--- src/rtl/mini_src_pkg.sv ---
// Shared definitions for the Mini-SRC control sequencer: opcodes, state
// encoding, control vector layout and the opcode-to-execute-state map.
package mini_src_pkg;

    localparam logic [31:0] OP_LOAD   = 32'd0;
    localparam logic [31:0] OP_LOADI  = 32'd1;
    localparam logic [31:0] OP_STORE  = 32'd2;
    localparam logic [31:0] OP_ADD    = 32'd3;
    localparam logic [31:0] OP_SUB    = 32'd4;
    localparam logic [31:0] OP_SHR    = 32'd5;
    localparam logic [31:0] OP_SHRA   = 32'd6;
    localparam logic [31:0] OP_SHL    = 32'd7;
    localparam logic [31:0] OP_ROR    = 32'd8;
    localparam logic [31:0] OP_ROL    = 32'd9;
    localparam logic [31:0] OP_AND    = 32'd10;
    localparam logic [31:0] OP_OR     = 32'd11;
    localparam logic [31:0] OP_ADDI   = 32'd12;
    localparam logic [31:0] OP_ANDI   = 32'd13;
    localparam logic [31:0] OP_ORI    = 32'd14;
    localparam logic [31:0] OP_MUL    = 32'd15;
    localparam logic [31:0] OP_DIV    = 32'd16;
    localparam logic [31:0] OP_NEG    = 32'd17;
    localparam logic [31:0] OP_NOT    = 32'd18;
    localparam logic [31:0] OP_BRANCH = 32'd19;
    localparam logic [31:0] OP_JR     = 32'd20;
    localparam logic [31:0] OP_JAL    = 32'd21;
    localparam logic [31:0] OP_IN     = 32'd22;
    localparam logic [31:0] OP_OUT    = 32'd23;
    localparam logic [31:0] OP_MFHI   = 32'd24;
    localparam logic [31:0] OP_MFLO   = 32'd25;
    localparam logic [31:0] OP_NOP    = 32'd26;
    localparam logic [31:0] OP_HALT   = 32'd27;

    typedef enum logic [6:0] {
        ST_RESET   = 7'd0,
        ST_T0      = 7'd1,  ST_T1    = 7'd2,  ST_T2    = 7'd3,
        ST_ALU3    = 7'd4,  ST_ALU4  = 7'd5,  ST_ALU5  = 7'd6,
        ST_IMM3    = 7'd7,  ST_IMM4  = 7'd8,  ST_IMM5  = 7'd9,
        ST_MUL3    = 7'd10, ST_MUL4  = 7'd11, ST_MUL5  = 7'd12, ST_MUL6 = 7'd13,
        ST_NEG3    = 7'd14, ST_NEG4  = 7'd15,
        ST_LD3     = 7'd16, ST_LD4   = 7'd17, ST_LD5   = 7'd18, ST_LD6  = 7'd19,
        ST_LD7     = 7'd20,
        ST_LDI3    = 7'd21, ST_LDI4  = 7'd22, ST_LDI5  = 7'd23,
        ST_ST3     = 7'd24, ST_ST4   = 7'd25, ST_ST5   = 7'd26, ST_ST6  = 7'd27,
        ST_ST7     = 7'd28,
        ST_BR3     = 7'd29, ST_BR4   = 7'd30, ST_BR5   = 7'd31, ST_BR6  = 7'd32,
        ST_JAL3    = 7'd33, ST_JAL4  = 7'd34, ST_JAL5  = 7'd35,
        ST_JR3     = 7'd36, ST_IN3   = 7'd37, ST_OUT3  = 7'd38,
        ST_MFHI3   = 7'd39, ST_MFLO3 = 7'd40, ST_NOP3  = 7'd41,
        ST_HALT    = 7'd42, ST_ILLEGAL = 7'd43
    } state_t;

    typedef struct packed {
        logic gra;       logic grb;       logic grc;       logic rin;
        logic rout;      logic ba_out;    logic con_in;    logic pc_out;
        logic pc_in;     logic inc_pc;    logic mar_in;    logic mdr_in;
        logic mdr_out;   logic ir_in;     logic y_in;      logic zlow_in;
        logic zhigh_in;  logic zlow_out;  logic zhigh_out; logic c_out;
        logic hi_in;     logic hi_out;    logic lo_in;     logic lo_out;
        logic in_port_out; logic out_port_in; logic read;  logic write;
        logic jal_flag;  logic run;       logic illegal_op;
    } ctrl_t;

    localparam ctrl_t CTRL_NONE = ctrl_t'(31'd0);

    function automatic state_t first_exec_state(input logic [31:0] opc);
        state_t st;
        case (opc)
            OP_ADD, OP_SUB, OP_SHR, OP_SHRA, OP_SHL,
            OP_ROR, OP_ROL, OP_AND, OP_OR:  st = ST_ALU3;
            OP_ADDI, OP_ANDI, OP_ORI:       st = ST_IMM3;
            OP_MUL, OP_DIV:                 st = ST_MUL3;
            OP_NEG, OP_NOT:                 st = ST_NEG3;
            OP_LOAD:                        st = ST_LD3;
            OP_LOADI:                       st = ST_LDI3;
            OP_STORE:                       st = ST_ST3;
            OP_BRANCH:                      st = ST_BR3;
            OP_JAL:                         st = ST_JAL3;
            OP_JR:                          st = ST_JR3;
            OP_IN:                          st = ST_IN3;
            OP_OUT:                         st = ST_OUT3;
            OP_MFHI:                        st = ST_MFHI3;
            OP_MFLO:                        st = ST_MFLO3;
            OP_NOP:                         st = ST_NOP3;
            OP_HALT:                        st = ST_HALT;
            default:                        st = ST_ILLEGAL;
        endcase
        return st;
    endfunction

endpackage

--- src/rtl/mini_src_ctrl_decode.sv ---
// Pure state-to-control-vector decode; every strobe depends only on the
// current state so the controller behaves as a Moore machine.
module mini_src_ctrl_decode
    import mini_src_pkg::*;
(
    input  state_t state,
    output ctrl_t  ctrl
);

    // Strobe set for each micro-state; anything unlisted stays low
    always_comb begin
        ctrl     = CTRL_NONE;
        ctrl.run = 1'b1;
        case (state)
            ST_T0: begin
                ctrl.pc_out = 1'b1; ctrl.mar_in = 1'b1;
                ctrl.inc_pc = 1'b1; ctrl.pc_in  = 1'b1;
            end
            ST_T1, ST_LD6: begin
                ctrl.read = 1'b1; ctrl.mdr_in = 1'b1;
            end
            ST_T2: begin
                ctrl.mdr_out = 1'b1; ctrl.ir_in = 1'b1;
            end
            ST_ALU3, ST_IMM3: begin
                ctrl.grb = 1'b1; ctrl.rout = 1'b1; ctrl.y_in = 1'b1;
            end
            ST_ALU4: begin
                ctrl.grc = 1'b1; ctrl.rout = 1'b1; ctrl.zlow_in = 1'b1;
            end
            ST_IMM4, ST_LD4, ST_LDI4, ST_ST4, ST_BR5: begin
                ctrl.c_out = 1'b1; ctrl.zlow_in = 1'b1;
            end
            ST_ALU5, ST_IMM5, ST_NEG4, ST_LDI5: begin
                ctrl.zlow_out = 1'b1; ctrl.gra = 1'b1; ctrl.rin = 1'b1;
            end
            ST_MUL3: begin
                ctrl.gra = 1'b1; ctrl.rout = 1'b1; ctrl.y_in = 1'b1;
            end
            ST_MUL4: begin
                ctrl.grb = 1'b1; ctrl.rout = 1'b1;
                ctrl.zlow_in = 1'b1; ctrl.zhigh_in = 1'b1;
            end
            ST_MUL5: begin
                ctrl.zlow_out = 1'b1; ctrl.lo_in = 1'b1;
            end
            ST_MUL6: begin
                ctrl.zhigh_out = 1'b1; ctrl.hi_in = 1'b1;
            end
            ST_NEG3: begin
                ctrl.grb = 1'b1; ctrl.rout = 1'b1; ctrl.zlow_in = 1'b1;
            end
            ST_LD3, ST_LDI3, ST_ST3: begin
                ctrl.grb = 1'b1; ctrl.ba_out = 1'b1; ctrl.y_in = 1'b1;
            end
            ST_LD5, ST_ST5: begin
                ctrl.zlow_out = 1'b1; ctrl.mar_in = 1'b1;
            end
            ST_LD7: begin
                ctrl.mdr_out = 1'b1; ctrl.gra = 1'b1; ctrl.rin = 1'b1;
            end
            ST_ST6: begin
                ctrl.gra = 1'b1; ctrl.rout = 1'b1; ctrl.mdr_in = 1'b1;
            end
            ST_ST7: begin
                ctrl.mdr_out = 1'b1; ctrl.write = 1'b1;
            end
            ST_BR3: begin
                ctrl.gra = 1'b1; ctrl.rout = 1'b1; ctrl.con_in = 1'b1;
            end
            ST_BR4: begin
                ctrl.pc_out = 1'b1; ctrl.y_in = 1'b1;
            end
            ST_BR6: begin
                ctrl.zlow_out = 1'b1; ctrl.pc_in = 1'b1;
            end
            // Return address is staged through Z before landing in R15
            ST_JAL3: begin
                ctrl.pc_out = 1'b1; ctrl.zlow_in = 1'b1;
            end
            ST_JAL4: begin
                ctrl.zlow_out = 1'b1; ctrl.jal_flag = 1'b1; ctrl.rin = 1'b1;
            end
            ST_JAL5, ST_JR3: begin
                ctrl.gra = 1'b1; ctrl.rout = 1'b1; ctrl.pc_in = 1'b1;
            end
            ST_IN3: begin
                ctrl.gra = 1'b1; ctrl.rin = 1'b1; ctrl.in_port_out = 1'b1;
            end
            ST_OUT3: begin
                ctrl.gra = 1'b1; ctrl.rout = 1'b1; ctrl.out_port_in = 1'b1;
            end
            ST_MFHI3: begin
                ctrl.gra = 1'b1; ctrl.rin = 1'b1; ctrl.hi_out = 1'b1;
            end
            ST_MFLO3: begin
                ctrl.gra = 1'b1; ctrl.rin = 1'b1; ctrl.lo_out = 1'b1;
            end
            ST_HALT:    ctrl.run = 1'b0;
            ST_ILLEGAL: ctrl.illegal_op = 1'b1;
            ST_RESET, ST_NOP3: ctrl.run = 1'b1;
            default:    ctrl.run = 1'b1;
        endcase
    end

endmodule

--- src/rtl/mini_src_ctrl_seq.sv ---
// Hardwired Mini-SRC control sequencer: state register, next-state logic,
// memory wait handshake, branch short-circuit and stop handling.
module mini_src_ctrl_seq
    import mini_src_pkg::*;
#(
    parameter int IR_W             = 32'd32,
    parameter int OPC_W            = 32'd5,
    parameter int OPC_LSB          = 32'd27,
    parameter bit MEM_HS           = 1'b1,
    parameter bit BR_SKIP          = 1'b1,
    parameter bit STOP_AT_BOUNDARY = 1'b1
) (
    input  logic            clock,
    input  logic            clear,
    input  logic [IR_W-1:0] IR,
    input  logic            mem_done,
    input  logic            con_ff,
    input  logic            stop,
    output logic Gra, Grb, Grc, Rin, Rout, BAout, CONin,
    output logic PCout, PCin, IncPC, MARin, MDRin, MDRout, IRin,
    output logic Yin, Zlowin, Zhighin, Zlowout, Zhighout, Cout,
    output logic HIin, HIout, LOin, LOout,
    output logic InPortout, OutPortin,
    output logic Read, Write,
    output logic JAL_flag,
    output logic Run,
    output logic illegal_op,
    output logic [6:0] state_out
);

    state_t      state_r;
    state_t      nat_s;
    state_t      state_next_s;
    logic        mem_ok_s;
    logic [31:0] opc_s;
    ctrl_t       ctrl_s;
    logic        unused_ir_s;

    assign opc_s       = 32'(IR[OPC_LSB +: OPC_W]);
    assign unused_ir_s = ^IR;
    assign mem_ok_s    = (MEM_HS == 1'b0) || mem_done;

    // Natural successor of each micro-state, then stop overrides
    always_comb begin
        nat_s = ST_RESET;
        case (state_r)
            ST_RESET:   nat_s = ST_T0;
            ST_T0:      nat_s = ST_T1;
            ST_T1:      nat_s = mem_ok_s ? ST_T2 : ST_T1;
            ST_T2:      nat_s = first_exec_state(opc_s);
            ST_ALU3:    nat_s = ST_ALU4;
            ST_ALU4:    nat_s = ST_ALU5;
            ST_IMM3:    nat_s = ST_IMM4;
            ST_IMM4:    nat_s = ST_IMM5;
            ST_MUL3:    nat_s = ST_MUL4;
            ST_MUL4:    nat_s = ST_MUL5;
            ST_MUL5:    nat_s = ST_MUL6;
            ST_NEG3:    nat_s = ST_NEG4;
            ST_LD3:     nat_s = ST_LD4;
            ST_LD4:     nat_s = ST_LD5;
            ST_LD5:     nat_s = ST_LD6;
            ST_LD6:     nat_s = mem_ok_s ? ST_LD7 : ST_LD6;
            ST_LDI3:    nat_s = ST_LDI4;
            ST_LDI4:    nat_s = ST_LDI5;
            ST_ST3:     nat_s = ST_ST4;
            ST_ST4:     nat_s = ST_ST5;
            ST_ST5:     nat_s = ST_ST6;
            ST_ST6:     nat_s = ST_ST7;
            ST_ST7:     nat_s = mem_ok_s ? ST_T0 : ST_ST7;
            ST_BR3:     nat_s = ST_BR4;
            // Not-taken branch skips the target computation entirely
            ST_BR4:     nat_s = ((BR_SKIP == 1'b1) && !con_ff) ? ST_T0 : ST_BR5;
            ST_BR5:     nat_s = ST_BR6;
            ST_JAL3:    nat_s = ST_JAL4;
            ST_JAL4:    nat_s = ST_JAL5;
            ST_ALU5, ST_IMM5, ST_MUL6, ST_NEG4, ST_LD7, ST_LDI5, ST_BR6,
            ST_JAL5, ST_JR3, ST_IN3, ST_OUT3, ST_MFHI3, ST_MFLO3, ST_NOP3,
            ST_ILLEGAL: nat_s = ST_T0;
            ST_HALT:    nat_s = ST_HALT;
            default:    nat_s = ST_RESET;
        endcase

        state_next_s = nat_s;
        if ((STOP_AT_BOUNDARY == 1'b0) && stop) begin
            state_next_s = ST_HALT;
        end else if ((STOP_AT_BOUNDARY == 1'b1) && stop && (nat_s == ST_T0)) begin
            state_next_s = ST_HALT;
        end else begin
            state_next_s = nat_s;
        end
    end

    // State register; clear forces RESET without waiting for a clock edge
    always_ff @(posedge clock or posedge clear) begin
        if (clear) begin
            state_r <= ST_RESET;
        end else begin
            state_r <= state_next_s;
        end
    end

    mini_src_ctrl_decode u_decode (
        .state (state_r),
        .ctrl  (ctrl_s)
    );

    assign Gra        = ctrl_s.gra;
    assign Grb        = ctrl_s.grb;
    assign Grc        = ctrl_s.grc;
    assign Rin        = ctrl_s.rin;
    assign Rout       = ctrl_s.rout;
    assign BAout      = ctrl_s.ba_out;
    assign CONin      = ctrl_s.con_in;
    assign PCout      = ctrl_s.pc_out;
    assign PCin       = ctrl_s.pc_in;
    assign IncPC      = ctrl_s.inc_pc;
    assign MARin      = ctrl_s.mar_in;
    assign MDRin      = ctrl_s.mdr_in;
    assign MDRout     = ctrl_s.mdr_out;
    assign IRin       = ctrl_s.ir_in;
    assign Yin        = ctrl_s.y_in;
    assign Zlowin     = ctrl_s.zlow_in;
    assign Zhighin    = ctrl_s.zhigh_in;
    assign Zlowout    = ctrl_s.zlow_out;
    assign Zhighout   = ctrl_s.zhigh_out;
    assign Cout       = ctrl_s.c_out;
    assign HIin       = ctrl_s.hi_in;
    assign HIout      = ctrl_s.hi_out;
    assign LOin       = ctrl_s.lo_in;
    assign LOout      = ctrl_s.lo_out;
    assign InPortout  = ctrl_s.in_port_out;
    assign OutPortin  = ctrl_s.out_port_in;
    assign Read       = ctrl_s.read;
    assign Write      = ctrl_s.write;
    assign JAL_flag   = ctrl_s.jal_flag;
    assign Run        = ctrl_s.run;
    assign illegal_op = ctrl_s.illegal_op;
    assign state_out  = state_r;

endmodule

--- config.mk ---
export PLATFORM = sky130hd
export DESIGN_NAME = mini_src_ctrl_seq
export DESIGN_NICKNAME = d
export VERILOG_FILES = /design/src/rtl/mini_src_pkg.sv /design/src/rtl/mini_src_ctrl_decode.sv /design/src/rtl/mini_src_ctrl_seq.sv
export SDC_FILE = /design/constraint.sdc
export NUM_CORES = 1
export LEC_CHECK = 0
export ABC_AREA = 1
export ABC_CLOCK_PERIOD_IN_PS = 1600
export BUFFER_PORTS_ARGS = -buffer_cell sky130_fd_sc_hd__clkbuf_2
export CAP_MARGIN = 30
export CORE_ASPECT_RATIO = 2
export CORE_MARGIN = 4
export CORE_UTILIZATION = 41
export CTS_CLUSTER_DIAMETER = 120
export DETAILED_ROUTE_END_ITERATION = 10
export PLACE_DENSITY = 0.77
export SETUP_SLACK_MARGIN = 0.5
export SLEW_MARGIN = 10
export SYNTH_ARGS = -nofsm -noshare
export SYNTH_HDL_FRONTEND = slang
export SYNTH_SLANG_ARGS = --single-unit
--- constraint.sdc ---
create_clock -name clock -period 1.6 [get_ports clock]
set_input_delay 0.24 -clock clock [delete_from_list [all_inputs] [get_ports clock]]
set_output_delay 0.24 -clock clock [all_outputs]
set_load 0.03 [all_outputs]
==> flow_metrics.env, run 1 <==
export IMPL_timing_worst_endpoint_kind="top-level output"
export IMPL_postGrtWorstEndpoint="Rin"
export IMPL_firstError="[ERROR GRT-0232] Routing congestion too high. Check the congestion heatmap in the GUI."
export IMPL_grt_remaining_overflow=145
export IMPL_cts_max_level=1
export IMPL_rows=29
export IMPL_root_buffer="clkbuf_8"
export IMPL_syn_area_per_cell_um2=4.98
export IMPL_synth_cells=280
export IMPL_dp_hpwl_um=4730
export IMPL_io_buffers=46
export IMPL_yosysWarnings=0
export IMPL_ys_seq_area_share_pct=10.8
export IMPL_synth_largest_area_cell="nand2_1"
export IMPL_start_util_pct=43.2
export IMPL_clkSinkCount=6
export IMPL_haltStage="5_1_grt"
export IMPL_io_pins=75
export IMPL_synth_fp_nets=324
export IMPL_place_inst=404
export IMPL_status="stopped before the end"
export IMPL_die_x_um=49.2
export IMPL_synth_top_area_share_pct=25.3
export IMPL_netlist_area_mm2=0.00139
export IMPL_routabilityCongestion=0.992
export IMPL_grt_max_degree=19
export IMPL_synth_area_leaders="nand2_1 (25%), nand3_1 (17%), nor2_1 (12%)"
export IMPL_clockBufferDepth=2
export IMPL_die_h_um=90.5
export IMPL_synth_cell_types=23
export IMPL_ys_ff_latch=6
export IMPL_grt_total_usage_pct=68.9
export IMPL_numCtsBuffers=3
synth_stat cells:
| cell type | instances |
|---|---|
| inv_1 | 42 |
| o211ai_1 | 1 |
| nand3_1 | 48 |
| a21oi_2 | 1 |
| nand2_1 | 94 |
| conb_1 | 1 |
| and3_1 | 1 |
| ha_1 | 7 |
| nor4b_1 | 1 |
| o21ai_1 | 2 |
| nor2_2 | 5 |
| dfrtp_1 | 6 |
| nor2_4 | 1 |
| nor2_1 | 45 |
| a21oi_1 | 5 |
| nor3b_1 | 1 |
| buf_4 | 5 |
| o21bai_1 | 1 |
| o21ai_0 | 4 |
| inv_2 | 1 |
| nand3b_1 | 1 |
| nand4_1 | 4 |
| nor3_1 | 3 |
stage by stage:
stage / utilization, % / cell area [um^2] / setup slack [ps]
after floorplan: - / 1560 / -87.4
after global placement: 68.3 / 2200 / -241
after detailed placement: 68.3 / 2200 / -273
after CTS: 89.7 / 2900 / -315
cell families after synthesis:
logic type,synth area share (%)
adders and majority gates,6.28
AOI/OAI and AO/OA,5.66
other,0.269
DFF,10.8
and+or+nand+nor,62.7
buffers and inverters,14.3
metal layers:
layer / global-route usage (%) / overflow
met5: 0 / 0
met4: 91.4 / 49
met1: 59.5 / 0
met2: 95.5 / 95
met3: 38.5 / 1
timing repair:
action,4_1_cts
endpoints found under the setup margin,41
hold endpoints to repair,6
hold buffers,1
cloned,1
buffers inserted,11
gates resized for setup,129
pin swaps,22
==> inputs of run 2 (changes only) <==
Settings changed: ABC_CLOCK_PERIOD_IN_PS 1600 to 2100, CORE_AREA from default to 4 4 65 67, CORE_ASPECT_RATIO 2 to default, CORE_MARGIN 4 to default, CORE_UTILIZATION 41 to default, CTS_CLUSTER_DIAMETER 120 to default, DIE_AREA from default to 0 0 69 71, PLACE_DENSITY 0.77 to default, PLACE_DENSITY_LB_ADDON from default to 0.15, SETUP_SLACK_MARGIN 0.5 to default.
Clock period 1.6 ns to 2.1 ns, I/O delays scaled along.
==> flow_metrics.env, run 2 <==
export IMPL_clkLatencyLatePin_ps=210
export IMPL_nets=379
export IMPL_synth_cells=280
export IMPL_synthArstFlopShare_pct=100
export IMPL_fin_crit_sh_pct=95.9
export IMPL_grt_remaining_overflow=0
export IMPL_path_cells="inv_1 > nor2_4 > buf_4 > nand3_1 > nand2_1 > inv_1 > nand3_1 > clkbuf_4"
export IMPL_antenna_cells=0
export IMPL_synth_fp_nets=324
export IMPL_clkSinkCount=6
export IMPL_synth_edff_count=0
export IMPL_core_area_mm2=0.00363
export IMPL_ys_seq_area_share_pct=10.8
export IMPL_grt_pass1_vias=1606
export IMPL_vias_per_cell=4.91
export IMPL_slowest_stage="dfrtp_1"
export IMPL_fin_util_pct=49.8
export IMPL_m1WireLength_um=2010
export IMPL_status="finished, final reports clean"
export IMPL_dp_hpwl_um=3740
export IMPL_cts_max_level=1
export IMPL_syn_area_per_cell_um2=4.98
export IMPL_grt_total_usage_pct=17.6
export IMPL_dr_total_vias=1869
export IMPL_post_synth_top_count_cell="nand2_1"
export IMPL_die_h_um=71
export IMPL_fin_area_mm2=0.00181
export IMPL_ant_nets=0
export IMPL_die_area_mm2=0.00490
export IMPL_maxUsedRoutingLayer="met4"
export IMPL_start_util_pct=38.4
export IMPL_ys_flop_type="dfrtp_1"
export IMPL_hold_class="input port to flop"
export IMPL_totalWireLength_um=4540
export IMPL_drv_slew=0
export IMPL_drive_gt1_share_pct=23.7
export IMPL_wl_per_cell_um=11.9
export IMPL_max_freq_mhz=497
export IMPL_max_stage_delay_ps=380
export IMPL_crit_family="simple AND/OR/NAND/NOR gates"
export IMPL_synth_top_area_share_pct=25.3
export IMPL_root_buffer="clkbuf_8"
export IMPL_synthTopCellsByCount="nand2_1 (94), nand3_1 (48), nor2_1 (45)"
export IMPL_end_kind="primary output"
export IMPL_fin_crit_ps=2010
export IMPL_crit_path_max_fanout=13
export IMPL_first_iter_violations=175
export IMPL_grt_first_pass_wirelength_um=7380
export IMPL_io_pins=75
export IMPL_peakVddDrop_uv=432
export IMPL_total_power_uw=2370
export IMPL_numCtsBuffers=3
export IMPL_die_x_um=69
export IMPL_antenna_found_initial=0
export IMPL_power_per_cell_area_mw_per_mm2=1310
export IMPL_crit_arrival_ps=1700
export IMPL_netlist_area_mm2=0.00139
export IMPL_rsz0062_at_grt="true"
export IMPL_layout_commonest_cell="nand2_1"
export IMPL_path_clk_slew_ps=30
export IMPL_place_area_mm2=0.00167
export IMPL_synth_largest_area_cell="nand2_1"
export IMPL_met3_length_um=383
export IMPL_cap_violations=0
export IMPL_routabilityCongestion=0.910
export IMPL_final_cell_mix="nand2_1 (91), nand3_1 (47), nor2_1 (43)"
export IMPL_place_ws_ps=225
export IMPL_synth_area_leaders="nand2_1 (25%), nand3_1 (17%), nor2_1 (12%)"
export IMPL_start_kind="flop"
export IMPL_cp_num_buf_inv=4
export IMPL_synth_cell_types=23
export IMPL_routed_wl_met2_um=2110
export IMPL_largest_reg_flops=6
export IMPL_leakagePower_uw=0.00130
export IMPL_yosysWarnings=0
export IMPL_criticalPathCategory="flop to primary output"
export IMPL_drc_errors=0
export IMPL_clockBufferDepth=2
export IMPL_setup_ws_ps=86.8
export IMPL_hold_viol_final=0
export IMPL_grt_max_degree=19
export IMPL_io_buffers=46
export IMPL_ys_ff_latch=6
export IMPL_worst_ep_required_time_ps=1780
export IMPL_area_growth_pct=29.9
export IMPL_cts_tree="built"
export IMPL_skew_ps=0.317
export IMPL_first_pass_iters=4
export IMPL_rows=22
export IMPL_finalSetupViolations=0
-- run 2: through the flow --
stage	cells	TNS [ps]	hold slack, ps
floorplan	280	0	106
global placement	372	0	211
detailed placement	372	0	220
CTS	376	0	505
global route	381	-148	589
finish	381	0	504
-- run 2: power by group --
group          internal (uW)  switching [uW]
sequential               176            79.3
clock                    122            41.9
combinational            568            1390
-- run 2: path summary, 6_finish.rpt --
check | start | to | slack [ps] | cells past startpoint
max in group asynchronous | clear | state_out[3] | 1340 | 3
worst max register to register | state_out[5] | state_out[0] | 240 | 11
min in group asynchronous | clear | state_out[4] | 560 | 3
worst max-delay path | state_out[4] | Zlowout | 90 | 8
worst min register to register | state_out[0] | state_out[3] | 1040 | 5
worst min-delay path | stop | state_out[3] | 500 | 5
-- run 2: final cells by class --
class                           instances  area (um^2)
Sequential cell                         6          155
Inverter                               43          161
Multi-Input combinational cell        226         1090
Timing Repair Buffer                   55          305
Fill cell                             421         1820
Tap cell                               48         60.1
Clock buffer                            3         41.3
-- run 2: worst reg2reg max path: cells and delay by family, from the launching register on --
family / cells / cell delay (ps)
DFF: 1 / 430
buffers and inverters: 1 / 210
AOI/OAI and AO/OA: 1 / 190
and+or+nand+nor: 9 / 900
-- run 2: per-layer routing --
| metal | GRT usage, % | vias to the layer above |
|---|---|---|
| met1 | 23.5 | 785 |
| li1 | - | 989 |
| met5 | 0 | - |
| met4 | 3.47 | 0 |
| met2 | 30.5 | 91 |
| met3 | 2.13 | 4 |
-- run 2: repair_timing --
item | CTS | global route
pin swaps | 0 | 2
gates resized for setup | 2 | 19
setup endpoints to repair | 1 | 9
gates cloned | 0 | 0
buffers inserted | 0 | 5
endpoints found under the hold margin | 6 | 0
hold buffers | 1 | 0
-- run 2: cell families (layout without fill, tap and decap cells) --
group	Yosys count	in the layout	synth area share [%]
and+or+nand+nor	204	204	62.7
buffers and inverters	48	101	14.3
AOI/OAI and AO/OA	14	14	5.66
adders and majority gates	7	7	6.28
DFF	6	6	10.8
other	1	1	0.269
(Power assumes the default switching activity.)
==> inputs of run 3 (changes only) <==
Settings changed: MAX_ROUTING_LAYER from default to met4.
==> flow_metrics.env, run 3 (synthesized netlist as in run 2, its figures left out) <==
export IMPL_status="finished, final reports clean"
export IMPL_grt_pass1_vias=1608
export IMPL_dp_hpwl_um=3740
export IMPL_place_area_mm2=0.00167
export IMPL_path_clk_slew_ps=30
export IMPL_fin_crit_sh_pct=96.8
export IMPL_die_area_mm2=0.00490
export IMPL_total_power_uw=2380
export IMPL_antenna_cells=0
export IMPL_max_freq_mhz=492
export IMPL_routabilityCongestion=0.925
export IMPL_vias_per_cell=4.90
export IMPL_worst_ep_required_time_ps=1780
export IMPL_start_util_pct=38.4
export IMPL_fin_area_mm2=0.00181
export IMPL_drv_slew=0
export IMPL_cts_tree="built"
export IMPL_final_cell_mix="nand2_1 (91), nand3_1 (47), clkbuf_2 (43)"
export IMPL_nets=379
export IMPL_use_met1_pct=23.7
export IMPL_crit_path_max_fanout=5
export IMPL_die_h_um=71
export IMPL_cts_max_level=1
export IMPL_skew_ps=0.310
export IMPL_grt_first_pass_wirelength_um=7380
export IMPL_end_kind="primary output"
export IMPL_ant_nets=0
export IMPL_drive_gt1_share_pct=24.0
export IMPL_leakagePower_uw=0.00129
export IMPL_peakVddDrop_uv=439
export IMPL_fin_crit_ps=2030
export IMPL_finalSetupViolations=0
export IMPL_numCtsBuffers=3
export IMPL_place_ws_ps=225
export IMPL_first_iter_violations=90
export IMPL_grt_total_usage_pct=18.1
export IMPL_hold_class="input port to flop"
export IMPL_clkLatencyLatePin_ps=210
export IMPL_fillers=429
export IMPL_antenna_found_initial=0
export IMPL_regArea_um2=155
export IMPL_multi_input_area_mm2=0.00109
export IMPL_setup_ws_ps=67.6
export IMPL_use_met3_pct=1.85
export IMPL_clkSinkCount=6
export IMPL_drc_errors=0
export IMPL_layout_commonest_cell="nand2_1"
export IMPL_core_area_mm2=0.00363
export IMPL_cap_violations=0
export IMPL_busiest_layer="met2"
export IMPL_start_kind="flop"
export IMPL_grt_max_degree=19
export IMPL_grtUsageMet2_pct=30.5
export IMPL_dr_total_vias=1867
export IMPL_first_pass_iters=4
export IMPL_clockBufferDepth=2
export IMPL_io_buffers=46
export IMPL_hold_viol_final=0
export IMPL_io_pins=75
export IMPL_largest_reg_flops=6
export IMPL_die_x_um=69
export IMPL_totalWireLength_um=4530
export IMPL_root_buffer="clkbuf_8"
export IMPL_criticalPathCategory="flop to primary output"
export IMPL_grt_remaining_overflow=0
export IMPL_area_growth_pct=30.1
export IMPL_rsz0062_at_grt="true"
export IMPL_rows=22
export IMPL_crit_arrival_ps=1720
export IMPL_fin_tns_setup_ps=0
export IMPL_power_per_cell_area_mw_per_mm2=1310
export IMPL_wl_per_cell_um=11.9
==> run 3: changes by cell type in the layout (fill, tap and decap cells not counted) <==
cell,previous run,this run
clkbuf_2,41,43
nor2_1,43,42
nor2_4,2,3
clkbuf_4,2,0
==> run 3: per-stage QoR <==
stage / cells / hold WS (ps) / utilization, %
after floorplan: 280 / 106 / -
after global routing: 381 / 589 / 49.9
after CTS: 376 / 505 / 47.6
after global placement: 372 / 211 / 46.1
after detailed placement: 372 / 220 / 46.1
final: 381 / 502 / 49.9
==> run 3: what timing repair did <==
item,CTS,global route
hold buffers,1,0
endpoints found under the hold margin,6,0
pin swaps,0,2
setup endpoints to repair,1,9
gates resized for setup,2,17
buffers inserted,0,5
==> run 3: area by class of cell <==
class / instances / share of cell area [%]
flip-flops and latches: 6 / 8.56
inverters: 43 / 8.90
well taps: 48 / 3.31
clock buffers: 3 / 2.28
repair buffers: 55 / 16.6
multi-input cells: 226 / 60.4
==> run 3: path summary, 6_finish.rpt <==
| kind | start | endpoint | slack (ps) | cells past startpoint |
|---|---|---|---|---|
| hold / removal | stop | state_out[3] | 500 | 5 |
| min in group asynchronous | clear | state_out[4] | 560 | 3 |
| setup / recovery | state_out[1] | Gra | 70 | 8 |
| hold reg to reg | state_out[0] | state_out[3] | 1040 | 5 |
| setup reg to reg | state_out[5] | state_out[0] | 250 | 11 |
| max in group asynchronous | clear | state_out[3] | 1340 | 3 |
==> run 3: per-layer routing <==
layer  vias up  share of wire (%)  routed length (um)
li1        987                  -                   -
met1       804                 46                2080
met4         0                1.1                  52
met5         -                  0                   0
met3         6                6.0                 272
met2        70                 47                2130
==> run 3: worst max-delay path: stages, from the launching register on <==
cell and delay [ps]:
dfrtp_1 420, inv_1 130, nand2_1 120, inv_1 160
nand2_1 100, a21oi_2 240, nor4b_2 70, nand3_1 60
buf_2 190
==> run 3: power breakdown <==
group / internal [uW] / switching [uW] / leakage (uW)
combinational: 561 / 1390 / 0.00120
clock: 122 / 41.9 / 0.0000216
sequential: 176 / 82.7 / 0.0000718
total: 860 / 1520 / 0.00129
==> inputs of run 4 (changes only) <==
Settings changed: CORE_AREA 4 4 65 67 to default, CORE_MARGIN from default to 4, CORE_UTILIZATION from default to 40, DIE_AREA 0 0 69 71 to default, SYNTH_HIERARCHICAL from default to 1.
==> flow_metrics.env, run 4 <==
export IMPL_max_freq_mhz=495
export IMPL_total_power_uw=2680
export IMPL_regArea_um2=158
export IMPL_pwr_share_clk_pct=6.7
export IMPL_cts_max_level=1
export IMPL_crit_path_max_fanout=10
export IMPL_synth_largest_area_cell="nand2_1"
export IMPL_fin_crit_sh_pct=96.2
export IMPL_netlist_area_mm2=0.00173
export IMPL_power_switching_share_pct=63.6
export IMPL_multi_input_area_mm2=0.00139
export IMPL_ys_seq_area_share_pct=8.67
export IMPL_synth_edff_count=0
export IMPL_rows=23
export IMPL_hold_class="input port to flop"
export IMPL_cap_violations=0
export IMPL_root_buffer="clkbuf_8"
export IMPL_clkLatencyLatePin_ps=220
export IMPL_yosysWarnings=6
export IMPL_fillers=461
export IMPL_grt_remaining_overflow=0
export IMPL_r2r_start="state_out[0]"
export IMPL_synth_cell_types=21
export IMPL_status="finished, final reports clean"
export IMPL_holdWs_ps=489
export IMPL_grt_pass1_vias=2107
export IMPL_drc_errors=0
export IMPL_p_sw_uw=1710
export IMPL_crit_arrival_ps=1710
export IMPL_totalWireLength_um=5510
export IMPL_start_kind="flop"
export IMPL_io_buffers=46
export IMPL_peakVddDrop_uv=895
export IMPL_area_growth_pct=27.0
export IMPL_synthTopCellsByCount="nand2_1 (116), nor2_1 (60), nand3_1 (50)"
export IMPL_skew_ps=5.23
export IMPL_hp_start="stop"
export IMPL_layout_commonest_cell="nand2_1"
export IMPL_p_int_uw=977
export IMPL_first_iter_violations=226
export IMPL_seq_power_share_pct=10.7
export IMPL_syn_area_per_cell_um2=4.89
export IMPL_grt_max_degree=13
export IMPL_antenna_found_initial=0
export IMPL_leakagePower_uw=0.00143
export IMPL_fin_tns_setup_ps=0
export IMPL_post_synth_top_count_cell="nand2_1"
export IMPL_dp_hpwl_um=4440
export IMPL_ys_flop_type="dfrtp_1"
export IMPL_worst_ep_required_time_ps=1780
export IMPL_die_h_um=73.8
export IMPL_vias_per_cell=5.07
export IMPL_drive_gt1_share_pct=26.7
export IMPL_numCtsBuffers=3
export IMPL_path_clk_slew_ps=40
export IMPL_dr_total_vias=2364
export IMPL_critical_path_startpoint="state_out[3]"
export IMPL_finalSetupViolations=0
export IMPL_nets=461
export IMPL_fin_crit_ps=2020
export IMPL_grt_first_pass_wirelength_um=9360
export IMPL_die_x_um=73.8
export IMPL_largest_reg_flops=6
export IMPL_drv_slew=0
export IMPL_antenna_cells=0
export IMPL_core_area_mm2=0.00409
export IMPL_clkSinkCount=6
export IMPL_die_area_mm2=0.00545
export IMPL_ant_nets=0
export IMPL_io_pins=75
export IMPL_criticalPathCategory="flop to primary output"
export IMPL_end_kind="primary output"
export IMPL_clockBufferDepth=2
export IMPL_wl_per_cell_um=11.8
export IMPL_synth_top_area_share_pct=25.1
export IMPL_first_pass_iters=5
export IMPL_cts_tree="built"
export IMPL_start_util_pct=42.4
export IMPL_routabilityCongestion=1.01
export IMPL_ys_ff_latch=6
export IMPL_synth_area_leaders="nand2_1 (25%), nand3_1 (14%), nor2_1 (13%)"
export IMPL_power_per_cell_area_mw_per_mm2=1220
export IMPL_power_share_combinational_pct=82.6
export IMPL_grt_total_usage_pct=21.8
export IMPL_synthArstFlopShare_pct=100
export IMPL_synth_cells=354
export IMPL_fin_util_pct=53.8
export IMPL_hold_viol_final=0
export IMPL_final_cell_mix="nand2_1 (115), nor2_1 (53), nand3_1 (50)"
run 4: kinds of logic (layout without fill, tap and decap cells):
family                   after synthesis  after routing  share of synthesized area, %
other                                  1              3                         0.217
buffers and inverters                 58            118                          13.6
flip-flops                             6              6                          8.67
adder cells (fa/ha/maj)                7              7                          5.06
AND/OR/NAND/NOR                      260            260                          65.6
AO/OA/AOI/OAI                         22             22                          6.86
run 4: path summary, 6_finish.rpt:
check	to	slack, ps	depth (start not counted)
setup / recovery	PCin	80	7
hold / removal	state_out[5]	490	5
setup reg to reg	state_out[1]	190	12
hold reg to reg	state_out[2]	980	3
max in group asynchronous	state_out[2]	1380	3
min in group asynchronous	state_out[1]	520	3
run 4: what timing repair did:
item	CTS	global route
gates resized for setup	6	6
endpoints found under the hold margin	6	0
setup endpoints to repair	6	11
hold buffers	1	0
setup buffers	0	6
run 4: layout make-up:
| class | count | area share [%] |
|---|---|---|
| clock buffer | 4 | 2.05 |
| inverter | 53 | 9.05 |
| multi-input combinational | 292 | 63.2 |
| sequential | 6 | 7.17 |
| tap | 50 | 2.85 |
| timing repair buffer | 61 | 15.7 |
run 4: metal layers:
metal / track usage (%) / part of all wire [%] / up-vias
li1: - / - / 1225
met1: 31.5 / 47 / 1017
met2: 32.9 / 44 / 108
met3: 1.50 / 7.5 / 14
met4: 4.83 / 1.1 / 0
met5: - / 0 / -
run 4: power groups by stage:
stage	Combinational (uW)	Clock (uW)	Sequential, uW
2_1_floorplan	1410	0	382
3_3_place_gp	2010	0	341
3_5_place_dp	2020	0	343
4_1_cts	2040	189	350
5_1_grt	2450	202	290
6_report	2220	181	286
run 4: metrics by stage:
stage | instance area (um^2) | cells | setup slack (ps)
after global placement | 2070 | 455 | 143
after detailed placement | 2070 | 455 | 146
after global routing | 2200 | 466 | -18.8
after floorplan | 1750 | 356 | -15.8
final | 2200 | 466 | 78.9
after CTS | 2130 | 460 | 33.9
run 4: critical path, cell delays in order (launching register included):
cell,delay (ps)
dfrtp_2,480
nor2_1,240
buf_4,170
nand2_1,130
nor2_2,150
nor2_1,60
nand2_1,50
clkbuf_2,200
